<file path="src/rtl/tx_ctrl_module.sv">
// UART transmit framer: start, LSB-first data, optional parity, stop bits.
// Ports: CLOCK/RST_n, TX_En_Sig/TX_Data request, BPS_CLKen bit strobe in,
//   Bps_En_Sig baud enable, TX_Busy, TX_Done_Sig pulse, TX_Pin_Out line.
module tx_ctrl_module #(
  parameter int DATA_BITS = 8,
  parameter int PARITY    = 0,
  parameter int STOP_BITS = 1
) (
  input  logic                 CLOCK,
  input  logic                 RST_n,
  input  logic                 TX_En_Sig,
  input  logic [DATA_BITS-1:0] TX_Data,
  input  logic                 BPS_CLKen,
  output logic                 Bps_En_Sig,
  output logic                 TX_Busy,
  output logic                 TX_Done_Sig,
  output logic                 TX_Pin_Out
);

  localparam logic [2:0] S_IDLE  = 3'd0;
  localparam logic [2:0] S_SYNC  = 3'd1;
  localparam logic [2:0] S_START = 3'd2;
  localparam logic [2:0] S_DATA  = 3'd3;
  localparam logic [2:0] S_PAR   = 3'd4;
  localparam logic [2:0] S_STOP  = 3'd5;

  localparam logic [3:0] LAST_BIT  = 4'(DATA_BITS - 1);
  localparam logic       LAST_STOP = 1'(STOP_BITS - 1);
  localparam bit         HAS_PAR   = (PARITY != 0);
  localparam bit         ODD_PAR   = (PARITY == 1);

  logic [2:0]           state;
  logic [DATA_BITS-1:0] shreg;
  logic                 par_bit;
  logic [3:0]           bit_cnt;
  logic                 stop_cnt;
  // Low in the SYNC entry cycle so a stale strobe is dropped.
  logic                 armed;

  always_ff @(posedge CLOCK or negedge RST_n) begin
    if (!RST_n) begin
      state       <= S_IDLE;
      shreg       <= '0;
      par_bit     <= 1'b0;
      bit_cnt     <= 4'd0;
      stop_cnt    <= 1'b0;
      armed       <= 1'b0;
      Bps_En_Sig  <= 1'b0;
      TX_Busy     <= 1'b0;
      TX_Done_Sig <= 1'b0;
      TX_Pin_Out  <= 1'b1;
    end else begin
      TX_Done_Sig <= 1'b0;
      unique case (state)
        S_IDLE: begin
          if (TX_En_Sig) begin
            shreg      <= TX_Data;
            par_bit    <= ODD_PAR ? ~^TX_Data : ^TX_Data;
            armed      <= 1'b0;
            state      <= S_SYNC;
            TX_Busy    <= 1'b1;
            Bps_En_Sig <= 1'b1;
          end
        end
        S_SYNC: begin
          if (armed && BPS_CLKen) begin
            state      <= S_START;
            TX_Pin_Out <= 1'b0;
          end else begin
            armed <= 1'b1;
          end
        end
        S_START: begin
          if (BPS_CLKen) begin
            state      <= S_DATA;
            bit_cnt    <= 4'd0;
            TX_Pin_Out <= shreg[0];
          end
        end
        S_DATA: begin
          if (BPS_CLKen) begin
            shreg   <= shreg >> 1;
            bit_cnt <= bit_cnt + 4'd1;
            if (bit_cnt == LAST_BIT) begin
              if (HAS_PAR) begin
                state      <= S_PAR;
                TX_Pin_Out <= par_bit;
              end else begin
                state      <= S_STOP;
                stop_cnt   <= 1'b0;
                TX_Pin_Out <= 1'b1;
              end
            end else begin
              TX_Pin_Out <= shreg[1];
            end
          end
        end
        S_PAR: begin
          if (BPS_CLKen) begin
            state      <= S_STOP;
            stop_cnt   <= 1'b0;
            TX_Pin_Out <= 1'b1;
          end
        end
        S_STOP: begin
          if (BPS_CLKen) begin
            if (stop_cnt == LAST_STOP) begin
              state       <= S_IDLE;
              TX_Busy     <= 1'b0;
              Bps_En_Sig  <= 1'b0;
              TX_Done_Sig <= 1'b1;
            end else begin
              stop_cnt <= stop_cnt + 1'b1;
            end
          end
        end
        default: begin
          state      <= S_IDLE;
          TX_Busy    <= 1'b0;
          Bps_En_Sig <= 1'b0;
          TX_Pin_Out <= 1'b1;
        end
      endcase
    end
  end

endmodule

</file>
<file path="config.mk">
export PLATFORM = sky130hd
export DESIGN_NAME = tx_ctrl_module
export DESIGN_NICKNAME = d
export VERILOG_FILES = /design/src/rtl/tx_ctrl_module.sv
export SDC_FILE = /design/constraint.sdc
export NUM_CORES = 1
export LEC_CHECK = 0
export ABC_AREA = 1
export ABC_CLOCK_PERIOD_IN_PS = 1700
export BUFFER_PORTS_ARGS = -buffer_cell sky130_fd_sc_hd__buf_2
export CAP_MARGIN = 0
export CORE_MARGIN = 2
export CORE_UTILIZATION = 55
export CTS_CLUSTER_DIAMETER = 80
export CTS_CLUSTER_SIZE = 16
export DETAILED_ROUTE_END_ITERATION = 10
export GPL_TIMING_DRIVEN = 0
export MAX_ROUTING_LAYER = met4
export PLACE_DENSITY = 0.87
export SLEW_MARGIN = 20
export SYNTH_ARGS = -nofsm -noshare
export SYNTH_HDL_FRONTEND = slang
export SYNTH_SLANG_ARGS = --single-unit
</file>
<file path="constraint.sdc">
create_clock -name CLOCK -period 1.7 [get_ports CLOCK]
set_clock_uncertainty 0.1 [all_clocks]
set_input_delay 0.255 -clock CLOCK [delete_from_list [all_inputs] [get_ports CLOCK]]
set_output_delay 0.255 -clock CLOCK [all_outputs]
set_load 0.1 [all_outputs]
</file>
==> impl_results.md <==
- Status: finished, final reports clean
- Area grow syn2layout: 12.8%
- Global route overflow: 0
- Crit path depth: 1
- Initial Util: 57.9%
- Total Power: 2.68 mW
- First-pass GRT wire length: 3.72 mm
- Slew @ Worst Pin: 0.487 ns
- DR vias: 985
- Fill count: 186
- Pleak: 0.664 nW
- Core area: 1960 um^2
- Reg2reg path depth: 7
- Grt peak-use layer: met2
- Placed Area: 1240 um^2
- Fmax: 621 MHz
- Cell variety after synth: 31
- Clock Path Buffers: 2
- RSZ-0062 raised after global routing: false
- Synthesized area: 1140 um^2
- Iteration count of the initial detailed-routing pass: 4
- Design area: around 1300 um^2
- Initial antenna violation count: 0
- Delay-heaviest family, CP: flip-flops
- Met3 usage: 3.94%
- Yosys top cell area share: between 30% and 40%
- Post-DR vias/cell: 5.16
- Multi-input logic area: between 500 and 600 um^2
- Slowest-stage cell, CP: dfstp_2
- Placer Congestion: 0.911
- Sum of negative setup slack: 0 ns
- Worst setup margin: 0.0886 ns
- Slowest cell delay on critical path: 0.54 ns
- DRT antenna net count: 0
- Clock slew at reported path FFs: roughly 0.10 ns
- Critical path arrival: 1.26 ns
- IO Count: 16
- Dpl ws: 0.188 ns
- Worst Setup End Kind: output port
- Clock sinks: 19
- Routed WL per cell: ~11 um
- Dpl hpwl: ~1.6 mm
- Sequential Area: 477 um^2
- Critical path class: reg2out
- H-Tree Depth: 1
- Largest net degree at the start of global routing: 20
- FF-to-FF End: shreg[4]
- Met2 usage: 32.2%
- Iter 0 DRT Violations: 21
- Diodes inserted: 0
- Endpoints failing setup: 0
- DIE HEIGHT: ~49 um
- GR Util met1: 25.7%
- CTS tree: done
- Vias in the first global route: 881
- Post-Route WL: 2.16 mm
- CP required: 1.34 ns
- Total CTS buffers: 3
- Worst R2R Setup Slack: 0.18 ns
- Final Slew Violations: 0
- Worst Path Buf+Inv: 1
- Worst-path maximum fanout: 2
- Utilization after layout: 65.3%
- Synth Register Bits: 19
- Maximum vdd drop: 0.00156 V
- Rows: 16
- CP Launch Type: register
- Syn nets: 157
- Register area share after synthesis: a little over two fifths
- Total Routing Usage GR: 20.5%
- Part of the cycle the worst path needs: 94.8%
- Hold Crit Class: in2reg
- IO Port Bufs: 15
- Post-CTS setup buffers: 0
- Post-route DRC: 0
- Mapped Cells: 144
- Yosys Warn Count: 0
- Max cap viols: 0
- Final #Nets: 178
- Die W: approximately 49 um
- Fin. Hold Viols: 0
- R2R Path Start: state[1]
- Power Dens Cells: 2090 nW/um^2
- Min cycle time layout: 1.61 ns
- Layout cells sized above 1: 28.7%
- Relative slew margins: 67.8%
- Worst setup startpoint: TX_Pin_Out
- Yosys top cell by area: dfrtp_1
- Die area: 2450 um^2
- Worst path cell trace: buf_2
- Syn Area/Cell: around 7.9 um^2
- Root buffer cell: clkbuf_4
- Worst-Skew Late Latency: approximately 0.3 ns
- Largest cells by area after synthesis: dfrtp_1 40%, nand2_1 15%, nand2_2 4.4%
- Worst setup path end: TX_Pin_Out
==> stage by stage <==
stage	std cells	hold WS, ns
2_1_floorplan	144	-0.141
3_3_place_gp	186	0.114
3_5_place_dp	186	0.122
4_1_cts	191	0.0846
5_1_grt	191	0.0880
6_report	191	0.0876
==> power breakdown <==
group | internal (mW) | switching (mW) | total (mW)
clock | 0.0916 | 0.143 | 0.235
sequential | 0.658 | 0.112 | 0.771
combinational | 0.557 | 1.12 | 1.68
==> synth_stat cells <==
master     n
nor2_1     6
nand3b_2   1
o21a_1     1
o31ai_1    1
buf_12     1
inv_4      2
inv_1     11
dfrtp_1   18
nand4_1    2
a21oi_1    2
inv_2      2
nand3_2    1
o21ai_0    8
o21ai_2    5
buf_2      1
buf_6      2
o21bai_1   1
nand3_4    1
o21ai_1    3
ha_1       1
nor2_2     2
nand2_1   46
dfstp_2    1
or2_0      1
nand2_2    8
nor2_4     1
nand3_1   10
clkinv_1   1
buf_4      1
nor3_1     2
xnor2_1    1
==> cells in the final DEF, fill, tap and decap left out, types with 5 or more instances in the layout <==
| cell type | netlist | routed |
|---|---|---|
| nor2_1 | 6 | 6 |
| nand2_2 | 8 | 8 |
| inv_1 | 11 | 11 |
| buf_2 | 1 | 16 |
| o21ai_0 | 8 | 8 |
| nand2_1 | 46 | 46 |
| o21ai_2 | 5 | 5 |
| nand3_1 | 10 | 10 |
| dfrtp_1 | 18 | 18 |
==> timing repair <==
action / CTS / global route
hold buffers: 1 / 0
endpoints found under the hold margin: 18 / 0
resized for setup: 0 / 0
==> how the worst min path moves through the flow <==
stage               cells past startpoint        from  slack [ns]        to
finish                                  3  TX_Data[7]        0.09  shreg[7]
global route                            3  TX_Data[7]        0.09  shreg[7]
CTS                                     3  TX_Data[7]        0.08  shreg[7]
detailed placement                      1       RST_n        0.12  shreg[5]
global placement                        1       RST_n        0.11  shreg[5]
floorplan                               0       RST_n       -0.14   TX_Busy
==> registers in the layout, indices dropped and copies added, names as in the netlist <==
signal,cells
bit_cnt,4
TX_Busy,1
TX_Pin_Out,1
armed,1
TX_Done_Sig,1
state,3
shreg,8
==> kinds of logic (layout without fill, tap and decap cells) <==
kind of cell	Yosys count	in the layout	share of synthesized area [%]
and+or+nand+nor	81	81	34.0
AOI/OAI and AO/OA	21	21	11.6
buffers and inverters	21	41	10.6
DFF	19	19	42.0
adders and majority gates	1	1	1.10
xor gates and xnor gates	1	1	0.771
==> final cells by class <==
type                    count  share of cell area, %
well taps                  27                   2.64
clock buffers               4                   2.05
inverters                  16                   5.08
plain buffers               5                   4.30
flip-flops and latches     19                   37.2
multi-input cells         104                   42.1
repair buffers             16                   6.64
==> per-layer routing <==
layer / share of wire, % / vias to the layer above
li1: - / 503
met1: 47 / 445
met2: 47 / 33
met3: 4.9 / 4
met4: 1.5 / 0
met5: 0 / -
(Power assumes the default switching activity.)
